--- src/rtl/fetch_pkg.sv ---
// Shared types and constants for the instruction-fetch stage.
// Imported by the fetch FIFO, its interface and the fetch_unit top.
package fetch_pkg;

    localparam int XLEN_DEFAULT = 32;

    localparam logic [XLEN_DEFAULT-1:0] NOP_INST = 32'h0000_0000;

    typedef struct packed {
        logic [XLEN_DEFAULT-1:0] pc;
        logic [XLEN_DEFAULT-1:0] inst;
    } fetch_entry_t;

    function automatic int cnt_width(input int depth);
        return $clog2(depth) + 1;
    endfunction

endpackage

--- src/rtl/fetch_if.sv ---
// Push/pop bundle between a FIFO owner (master) and the FIFO itself (slave).
// Count is wide enough to hold DEPTH without wrapping.
interface fetch_if
    import fetch_pkg::*;
#(
    parameter int WIDTH = 32,
    parameter int DEPTH = 2
);

    localparam int CW = cnt_width(DEPTH);

    logic             push;
    logic [WIDTH-1:0] push_data;
    logic             pop;
    logic             clear;
    logic [WIDTH-1:0] head;
    logic [CW-1:0]    count;
    logic             full;
    logic             empty;

    modport master (
        output push,
        output push_data,
        output pop,
        output clear,
        input  head,
        input  count,
        input  full,
        input  empty
    );

    modport slave (
        input  push,
        input  push_data,
        input  pop,
        input  clear,
        output head,
        output count,
        output full,
        output empty
    );

endinterface

--- src/rtl/fetch_fifo.sv ---
// Synchronous FIFO with clear; head is the oldest entry, valid when not empty.
// Push while full is accepted only when a pop frees a slot in the same cycle.
module fetch_fifo
    import fetch_pkg::*;
#(
    parameter int WIDTH = 32,
    parameter int DEPTH = 2
) (
    input  logic   clk,
    input  logic   rst,
    fetch_if.slave q
);

    localparam int AW = $clog2(DEPTH);
    localparam int CW = cnt_width(DEPTH);

    logic [WIDTH-1:0] mem [DEPTH];
    logic [AW-1:0]    wr_ptr;
    logic [AW-1:0]    rd_ptr;
    logic [CW-1:0]    count;
    logic             full;
    logic             empty;
    logic             do_push;
    logic             do_pop;

    assign full    = (count == CW'(DEPTH));
    assign empty   = (count == '0);
    assign do_pop  = q.pop & ~empty;
    assign do_push = q.push & (~full | do_pop);

    always_ff @(posedge clk) begin
        if (rst || q.clear) begin
            wr_ptr <= '0;
            rd_ptr <= '0;
            count  <= '0;
        end else begin
            if (do_push) begin
                wr_ptr <= wr_ptr + AW'(1);
            end
            if (do_pop) begin
                rd_ptr <= rd_ptr + AW'(1);
            end
            count <= count + CW'(do_push) - CW'(do_pop);
        end
    end

    always_ff @(posedge clk) begin
        if (do_push && !q.clear) begin
            mem[wr_ptr] <= q.push_data;
        end
    end

    assign q.head  = mem[rd_ptr];
    assign q.count = count;
    assign q.full  = full;
    assign q.empty = empty;

endmodule

--- src/rtl/fetch_unit.sv ---
// Instruction-fetch stage: credit-limited in-order imem requests, tag FIFO
// of in-flight PCs, and an instruction queue feeding decode.
module fetch_unit
    import fetch_pkg::*;
#(
    parameter int XLEN  = XLEN_DEFAULT,
    parameter int DEPTH = 2
) (
    input  logic            clk_i,
    input  logic            rst_i,
    input  logic [XLEN-1:0] pc_i,
    input  logic            pc_valid_i,
    output logic            pc_ready_o,
    input  logic            flush_i,
    output logic            imem_req_o,
    output logic [XLEN-1:0] imem_addr_o,
    input  logic            imem_gnt_i,
    input  logic            imem_rvalid_i,
    input  logic [XLEN-1:0] imem_rdata_i,
    output logic            inst_valid_o,
    output logic [XLEN-1:0] inst_o,
    output logic [XLEN-1:0] inst_pc_o,
    input  logic            inst_ready_i
);

    localparam int CW = cnt_width(DEPTH);
    localparam int EW = $bits(fetch_entry_t);

    fetch_if #(.WIDTH(XLEN), .DEPTH(DEPTH)) tag_q ();
    fetch_if #(.WIDTH(EW),   .DEPTH(DEPTH)) inst_q ();

    logic [CW-1:0] outstanding;
    logic [CW-1:0] outstanding_nxt;
    logic [CW-1:0] discard;
    logic [CW:0]   occ;
    logic          issue;
    logic          resp;
    logic          drop;
    logic          keep;
    fetch_entry_t  head_e;
    fetch_entry_t  hold_e;
    fetch_entry_t  out_e;

    // Queued plus in-flight fetches; discarded ones still hold credit until they return.
    assign occ = {1'b0, inst_q.count} + {1'b0, outstanding};

    assign imem_req_o  = pc_valid_i & ~flush_i & ~rst_i
                       & (occ < (CW+1)'(DEPTH));
    assign imem_addr_o = {pc_i[XLEN-1:2], 2'b00};
    assign issue       = imem_req_o & imem_gnt_i;
    assign pc_ready_o  = issue;

    assign resp = imem_rvalid_i & ~rst_i & (outstanding != '0);
    assign drop = (discard != '0);
    assign keep = resp & ~drop & ~flush_i;

    assign outstanding_nxt = outstanding + CW'(issue) - CW'(resp);

    assign tag_q.push      = issue;
    assign tag_q.push_data = pc_i;
    assign tag_q.pop       = resp & ~drop;
    assign tag_q.clear     = flush_i;

    assign inst_q.push      = keep;
    assign inst_q.push_data = {tag_q.head, imem_rdata_i};
    assign inst_q.pop       = inst_valid_o & inst_ready_i;
    assign inst_q.clear     = flush_i;

    fetch_fifo #(.WIDTH(XLEN), .DEPTH(DEPTH)) u_tag (
        .clk (clk_i),
        .rst (rst_i),
        .q   (tag_q)
    );

    fetch_fifo #(.WIDTH(EW), .DEPTH(DEPTH)) u_inst (
        .clk (clk_i),
        .rst (rst_i),
        .q   (inst_q)
    );

    always_ff @(posedge clk_i) begin
        if (rst_i) begin
            outstanding <= '0;
            discard     <= '0;
        end else begin
            outstanding <= outstanding_nxt;
            if (flush_i) begin
                discard <= outstanding_nxt;
            end else if (resp && drop) begin
                discard <= discard - CW'(1);
            end
        end
    end

    // Last presented entry, shown while the queue is empty.
    always_ff @(posedge clk_i) begin
        if (rst_i) begin
            hold_e <= '{pc: '0, inst: NOP_INST};
        end else if (!inst_q.empty) begin
            hold_e <= head_e;
        end
    end

    assign head_e       = inst_q.head;
    assign out_e        = inst_q.empty ? hold_e : head_e;
    assign inst_valid_o = ~inst_q.empty;
    assign inst_o       = out_e.inst;
    assign inst_pc_o    = out_e.pc;

    always_ff @(posedge clk_i) begin
        if (!rst_i) begin
            assert (!(imem_rvalid_i && outstanding == '0));
            assert (!(keep && inst_q.full && !inst_q.pop));
            assert (!(issue && tag_q.full));
            assert (!(resp && !drop && tag_q.empty));
            assert (tag_q.count == outstanding - discard);
        end
    end

endmodule
--- config.mk ---
export PLATFORM = sky130hd
export DESIGN_NAME = fetch_unit
export DESIGN_NICKNAME = d
export VERILOG_FILES = /design/src/rtl/fetch_pkg.sv /design/src/rtl/fetch_if.sv /design/src/rtl/fetch_fifo.sv /design/src/rtl/fetch_unit.sv
export SDC_FILE = /design/constraint.sdc
export NUM_CORES = 1
export LEC_CHECK = 0
export ABC_AREA = 1
export ABC_CLOCK_PERIOD_IN_PS = 6500
export CORE_ASPECT_RATIO = 1.25
export CORE_MARGIN = 10
export CORE_UTILIZATION = 35
export CTS_CLUSTER_SIZE = 30
export DETAILED_ROUTE_END_ITERATION = 10
export GPL_TIMING_DRIVEN = 0
export PLACE_DENSITY_LB_ADDON = 0.15
export SETUP_SLACK_MARGIN = 0.05
export SYNTH_ARGS = -nofsm -noshare
export SYNTH_HDL_FRONTEND = slang
export SYNTH_HIERARCHICAL = 1
export SYNTH_SLANG_ARGS = --single-unit
--- constraint.sdc ---
create_clock -name clk_i -period 6.5 [get_ports clk_i]
set_input_delay 0.975 -clock clk_i [delete_from_list [all_inputs] [get_ports clk_i]]
set_output_delay 0.975 -clock clk_i [all_outputs]
set_load 0.01 [all_outputs]
== Word level (Yosys, flattened, before mapping) ==
Memory sizes are Yosys's and may differ from the RTL's. A register that Yosys moved wholly into a read port is not among the register bits.
Cells that the tools add are included.

* Register bits after elaboration: 76
* Bits in writable memories: 192
* Word-level logic and storage cells: 70
* Input port bits: 71
* Memories: 2

{| class="wikitable"
|+ Memory list
! memory !! words !! width !! rd ports !! clocked after memory_dff !! wr ports !! line !! text
|-
| u_inst.mem || 2 || 64 || 1 || 1 || 1 || fetch_fifo.sv:17 || <nowiki>logic [WIDTH-1:0] mem [DEPTH];</nowiki>
|-
| u_tag.mem || 2 || 32 || 1 || 1 || 1 || fetch_fifo.sv:17 ||
|}

* Mux-type cells: 11
* Reduce and logical (&&, ||, !) cells: 10
* Magnitude comparators: 1
* Add/sub/neg operators: 12
* Bitwise gates (word level): 22
* Equal/unequal tests: 2

{| class="wikitable"
|+ Operators with widths
! operator !! number
|-
| 64-bit 2-to-1 mux || 1
|-
| 1-bit AND || 13
|-
| 1-bit 2-to-1 mux || 8
|-
| 1-bit NOT || 7
|-
| 2-bit by 1-bit adder with 2-bit output || 3
|-
| 2-bit nonzero test || 3
|-
| 2-bit by 1-bit subtractor with 2-bit output || 3
|-
| 1-bit adder, second input constant || 4
|-
| 2-bit equality test, second input constant || 2
|-
| 2-bit logical NOT || 2
|-
| 2-bit 2-to-1 mux || 2
|-
| 2-bit by 2-bit adder with 3-bit output || 1
|-
| 1-bit logical AND || 3
|-
| 3-bit by 2-bit < comparator with 1-bit output, second input constant || 1
|-
| 1-bit bitwise OR || 2
|-
| 2-bit by 1-bit subtractor with 2-bit output, second input constant || 1
|-
| 1-bit logical NOT || 1
|-
| 1-bit logical OR || 1
|}

== Depth between registers and ports, before layout ==
Gate-level depths: netlist of the first run.

* Word-level depth: 10
* Gate-level depth with buffers: 19
* Mapped depth without buffers: 19

== Cells and area by module ==
The synthesis of the first run kept the hierarchy.

{| class="wikitable"
|+ Modules (own cells, without submodules)
! module !! instances !! area each (um2) !! cells an instance
|-
| fetch_fifo at u_inst || 1 || 5180.0 || 240
|-
| fetch_unit || 1 || 3071.7 || 432
|-
| fetch_fifo at u_tag || 1 || 2732.6 || 141
|}

== Least setup slack after synthesis of the first run ==
No wires, ideal clock.

* Path kind: input to register
* From: in rst_i
* To: mem u_inst/mem[0][0] (netlist bit), enable pin
* Setup slack: 10 ps
* Setup time: 565 ps
* Arrival time: 5925 ps
* Stages on the path: 7
* Required time: 5935 ps
* Buffers on the path: 0
* Cell sequence: inv_2 > nand2_1 > nor2_2 > inv_1 > nor3_1 > nand2_1 > nor3_1

* Longest elaborated chain between the ends: 9

{| class="wikitable"
|+ Ends and longest elaborated chain
! item !! line !! text
|-
| start, declared || fetch_unit.sv:10 || <nowiki>input logic rst_i,</nowiki>
|-
| 1-bit NOT || fetch_unit.sv:53 || <nowiki>assign resp = imem_rvalid_i & ~rst_i & (outstanding != '0);</nowiki>
|-
| 1-bit AND (2 in a row) || fetch_unit.sv:53 ||
|-
| 1-bit AND (2 in a row) || fetch_unit.sv:55 || <nowiki>assign keep = resp & ~drop & ~flush_i;</nowiki>
|-
| net inst_q.push || fetch_if.sv:12 || <nowiki>logic push;</nowiki>
|-
| 1-bit AND || fetch_fifo.sv:29 || <nowiki>assign do_push = q.push & (~full | do_pop);</nowiki>
|-
| 1-bit logical AND || fetch_fifo.sv:48 || <nowiki>if (do_push && !q.clear) begin</nowiki>
|-
| 1-bit 2-to-1 mux || fetch_fifo.sv:48 ||
|-
| 1-bit 2-to-1 mux (implied by the code) || fetch_fifo.sv:49 || <nowiki>mem[wr_ptr] <= q.push_data;</nowiki>
|-
| end, declared || fetch_fifo.sv:17 ||
|}

The timed path passes the listed nets, and every way through them passes these cells.

== Worst setup path in the final report of the first run ==
* From: in flush_i
* To: out pc_ready_o

* Longest elaborated chain between the ends: 5

{| class="wikitable"
|+ Ends and longest elaborated chain
! item !! line !! text
|-
| start, declared || fetch_unit.sv:14 || <nowiki>input logic flush_i,</nowiki>
|-
| 1-bit NOT || fetch_unit.sv:47 || <nowiki>assign imem_req_o = pc_valid_i & ~flush_i & ~rst_i</nowiki>
|-
| 1-bit AND (2 in a row) || fetch_unit.sv:47 ||
|-
| 1-bit AND || fetch_unit.sv:48 || <nowiki>& (occ < (CW+1)'(DEPTH));</nowiki>
|-
| 1-bit AND || fetch_unit.sv:50 || <nowiki>assign issue = imem_req_o & imem_gnt_i;</nowiki>
|-
| end, declared || fetch_unit.sv:13 || <nowiki>output logic pc_ready_o,</nowiki>
|}

Every way passes these cells.

==> flow_summary.yaml, run 1 <==
clock_network:
  clk_latency_ps: 550
  htreeDepth: 1
  cts_setup_buffers: 0
  clock_path_buffers: 3
  cts_sinks: 270
  cts_hold_repair.buffers: 0
  cts_tree: "yes"
  cts_buffers: 28
  ctsResizeCount: 0
  clk_pin_slew_ps: 60
  cts_root_buf: "clkbuf_16"
layout:
  fillers: 2825
  antennaDiodeCount: 0
  num-nets-final: 1096
  drive_gt1_frac: 0.216
  area_growth_pct: 31.2
yosys:
  syn_area_um2: 11000
  yosys_warnings: 6
  netlist_instances: 811
  avgSynthCellArea_um2: 13.5
critical_path:
  cp_slowest_cell: "clkdlybuf4s50_1"
  cp_cell_sequence: "clkdlybuf4s50_1 > inv_1 > nand3_1 > nor3_2 > and2_1 > clkdlybuf4s50_1"
  crit_type: "in2out"
  start_kind: "input pin"
  cp_data_arrival_time_ps: 3200
  cp_common_cell: "clkdlybuf4s50_1"
  slowest_delay_ps: 770
  crit_fanout: 14
  endpoint_kind: "output pin"
  crit_required_ps: 5520
global_route:
  grt_pass1_vias: 6388
  overflow: 0
  grt_max_degree: 25
  grt_usage: 0.116
  grt_pass1_wl_mm: 35.1
  antenna_found_initial: 0
routing:
  wl_per_cell_um: 16.0
  drtPass1Iterations: 4
  wl_mm: 23.1
  vias_per_cell: 4.35
  drc: 0
  ant_nets: 0
  drt_iter0_markers: 195
  vias: 6300
timing:
  hold_ws_ps: 463
  finalHoldViolations: 0
  maxSlewViolCount: 0
  rsz0062_at_grt: "no"
  setup_viol: 0
  fin_tns_setup_ps: 0
  finalCriticalPeriod_ps: 4180
  tightestPinTransition_ps: 819
  timing.fmax_mhz: 239
  slew_headroom: 0.453
  fin_ws_ps: 2320
  finalClockSkew_ps: 16.4
  fin_crit_sh: 0.643
floorplanning:
  core_area_um2: 31000
  die_x_um: 178
  dieHeight_um: 218
  row_count: 72
  dieArea_um2: 38900
  io_pins: 170
  start_util: 0.354
power:
  leakage_nw: 5.48
  peakVddDrop_uv: 205
  power_density_nw_per_um2: 258
placement:
  dp_slack_ps: 2290
  port_buffers: 167
  gp_congestion: 0.718
  place_hpwl_mm: 16.6
run:
  maxCapViolCount: 0
run_status:
  status: "finished, final reports clean"
worst_hold_path:
  hold_class: "reg2reg"
-- layout make-up --
class | instances | area (µm²) | area share
inverter | 31 | 116 | 0.00808
buffer | 64 | 598 | 0.0415
tap | 407 | 509 | 0.0353
clock buffer | 36 | 761 | 0.0528
multi-input combinational | 447 | 2970 | 0.206
timing repair buffer | 177 | 1880 | 0.130
clock inverter | 16 | 246 | 0.0171
sequential | 270 | 7330 | 0.509
-- metal layers --
layer | global-route usage | part of all wire | routed length (µm)
met4 | 0.0420 | 0.023 | 539
met5 | 0 | 0 | 0
met2 | 0.200 | 0.50 | 11600
met1 | 0.135 | 0.41 | 9420
met3 | 0.0310 | 0.066 | 1530
-- metrics by stage --
stage	utilization	instance area [µm²]	std cells	power, mW
6_report	0.465	14400	1448	3.71
5_1_grt	0.465	14400	1448	3.85
4_1_cts	0.465	14400	1448	3.78
3_5_place_dp	0.432	13400	1396	2.03
3_3_place_gp	0.425	13200	1386	2.03
2_1_floorplan	-	11000	812	1.94
-- worst max-delay path, delay by kind of cell --
kind	cells	cell delay, ps
buf+inv	3	1640
simple gates	3	580
-- final timing paths --
kind | from | to | slack (ps) | cells after the start
min reg2reg | hold_e[55] | hold_e[55] | 460 | 2
max reg2reg | u_inst/q.count[1] | u_inst/mem[1][12] | 3750 | 9
max | flush_i | pc_ready_o | 2320 | 6
min | hold_e[55] | hold_e[55] | 460 | 2
-- power by group --
part           leakage, nW  internal, mW  total [mW]  switching [mW]
registers             2.36          1.84        1.85         0.00264
clock network        0.494          1.07        1.72           0.654
logic                 2.63        0.0857       0.147          0.0616
-- registers in the layout, indices dropped and copies added (netlist names), named ones only --
register,count
u_tag/q.count,2
hold_e,64
outstanding,2
discard,2
u_tag/mem,64
u_inst/rd_ptr,1
u_inst/wr_ptr,1
u_inst/mem,128
u_tag/rd_ptr,1
u_inst/q.count,2
u_tag/wr_ptr,1
-- cell usage in the layout (no fill, tap or decap), types with 6 or more instances in the layout --
cell type / instances
a21oi_1: 65
buf_12: 10
buf_2: 7
buf_4: 38
buf_6: 11
bufinv_16: 6
clkbuf_1: 7
clkbuf_16: 28
clkdlybuf4s50_1: 167
clkinv_2: 6
dfxtp_1: 78
edfxtp_1: 192
inv_1: 29
mux2_2: 6
mux2_4: 90
nand2_1: 225
nand3_1: 12
nor2_1: 23
Note: power is estimated with default switching activity, not from simulation.
==> inputs of run 2 (changes only) <==
--- a/config.mk
+++ b/config.mk
@@ -6,7 +6,7 @@
 export NUM_CORES = 1
 export LEC_CHECK = 0
 export ABC_AREA = 1
-export ABC_CLOCK_PERIOD_IN_PS = 6500
+export ABC_CLOCK_PERIOD_IN_PS = 3550
 export CORE_ASPECT_RATIO = 1.25
 export CORE_MARGIN = 10
 export CORE_UTILIZATION = 35
==> constraint.sdc (replaced) <==
create_clock -name clk_i -period 3.55 [get_ports clk_i]
set_input_delay 0.5325 -clock clk_i [delete_from_list [all_inputs] [get_ports clk_i]]
set_output_delay 0.5325 -clock clk_i [all_outputs]
set_load 0.01 [all_outputs]
==> flow_summary.yaml, run 2 (synthesis results as in run 1) <==
run_status:
  status: "finished, final reports clean"
clock_network:
  clk_latency_ps: 550
  cts_sinks: 270
  cts_hold_repair.buffers: 0
  cts_setup_buffers: 0
  cts_tree: "yes"
  clk_pin_slew_ps: 60
  cts_root_buf: "clkbuf_16"
  cts_buffers: 29
  clock_path_buffers: 3
  ctsResizeCount: 0
  htreeDepth: 1
routing:
  wl_mm: 23.1
  wl_per_cell_um: 16.0
  drtPass1Iterations: 6
  drt_iter0_markers: 260
  drc: 0
  vias_per_cell: 4.36
  ant_nets: 0
  vias: 6319
timing:
  setup_viol: 0
  slew_headroom: 0.340
  timing.fmax_mhz: 308
  fin_crit_sh: 0.915
  finalHoldViolations: 0
  finalCriticalPeriod_ps: 3250
  rsz0062_at_grt: "no"
  maxSlewViolCount: 0
  hold_ws_ps: 465
  tightestPinTransition_ps: 987
  finalClockSkew_ps: 14.9
floorplanning:
  dieArea_um2: 38900
  die_x_um: 178
  core_area_um2: 31000
  dieHeight_um: 218
  start_util: 0.354
  io_pins: 170
  row_count: 72
critical_path:
  crit_required_ps: 3020
  cp_cell_sequence: "clkdlybuf4s50_1 > inv_1 > nand3_1 > nor3_2 > and2_1 > clkdlybuf4s50_1"
  crit_type: "in2out"
  slowest_delay_ps: 780
  path_buf_inv: 3
  start_kind: "input pin"
  cpLargestDelayFamily: "buffers and inverters"
  cp_common_cell: "clkdlybuf4s50_1"
  endpoint_kind: "output pin"
  r2r_slack_ps: 610
  cp_slowest_cell: "clkdlybuf4s50_1"
  cp_data_arrival_time_ps: 2720
  crit_fanout: 14
placement:
  placed_cell_area_um2: 13400
  port_buffers: 167
  place_inst: 1395
  gp_congestion: 0.745
  place_hpwl_mm: 16.5
power:
  power_density_nw_per_um2: 459
  leakage_nw: 5.43
  seq_power_share: 0.514
  swShare: 0.201
  p_comb_frac: 0.041
  p_int_mw: 5.25
  peakVddDrop_uv: 314
  p_clk_frac: 0.445
  netSwitchingPower_mw: 1.32
global_route:
  grt_pass1_wl_mm: 35.8
  grt_pass1_vias: 6464
  busiest_layer: "met2"
  grt_usage: 0.117
  grt_max_degree: 26
  grtUsageMet3: 0.0315
  overflow: 0
  use_met2: 0.212
  antenna_found_initial: 0
  use_met1: 0.131
layout:
  largest_reg_flops: 128
  largest_registers: "u_inst/mem: 128 flops, hold_e: 64 flops, u_tag/mem: 64 flops"
  num-nets-final: 1096
  fin_area_um2: 14300
  antennaDiodeCount: 0
  top_register: "u_inst/mem"
  drive_gt1_frac: 0.212
  final_cells: 1448
  area_growth_pct: 30.4
  utilization: 0.462
  layout_common_cells: "225 x nand2_1, 192 x edfxtp_1, 167 x clkdlybuf4s50_1, 90 x mux2_4, 78 x dfxtp_1"
  final_common_cell: "nand2_1"
run:
  maxCapViolCount: 0
worst_hold_path:
  hold_class: "reg2reg"
## run 2: cell types whose count changed in the layout (fill, tap and decap cells not counted), moves of 2 or more
cell	previous run	this run
buf_12	10	12
clkbuf_1	7	9
clkinv_1	1	3
buf_8	1	4
buf_6	11	8
bufinv_16	6	2
buf_16	5	2
## run 2: worst min-delay path, delay by kind of cell, from the launching register on
family	cells	cell delay (ps)
DFF	1	290
and+or+nand+nor	1	60
AOI/OAI and AO/OA	1	60
## run 2: per-layer routing
metal / up-vias / part of all wire
li1: 3183 / -
met1: 2959 / 0.40
met2: 152 / 0.52
met3: 25 / 0.066
met4: 0 / 0.018
met5: - / 0
## run 2: cell type report
class | instances | area, µm²
Fill cell | 2830 | 16700
Sequential cell | 270 | 7330
Multi-Input combinational cell | 447 | 2980
Timing Repair Buffer | 176 | 1850
Clock buffer | 39 | 793
Buffer | 64 | 598
Tap cell | 407 | 509
Clock inverter | 14 | 141
Inverter | 31 | 116
## run 2: final timing paths
| check | start | end | cells after the start |
|---|---|---|---|
| max | flush_i | pc_ready_o | 6 |
| min | hold_e[55] | hold_e[55] | 2 |
| max reg2reg | u_inst/q.count[0] | u_tag/mem[0][13] | 8 |
| min reg2reg | hold_e[55] | hold_e[55] | 2 |
## run 2: power by group through the flow
stage,registers [mW],logic [mW],clock network [mW]
floorplan,3.45,0.0993,0
global placement,3.45,0.266,0
detailed placement,3.45,0.273,0
CTS,3.38,0.275,3.02
global route,3.38,0.294,3.15
finish,3.38,0.268,2.93
## run 2: metrics by stage
stage / setup TNS, ps / setup slack [ps] / total power [mW]
CTS: 0 / 228 / 6.68
global route: 0 / 71.3 / 6.82
global placement: -337460 / -2060 / 3.71
floorplan: 0 / 222 / 3.55
detailed placement: -3170 / -179 / 3.72
finish: 0 / 301 / 6.57
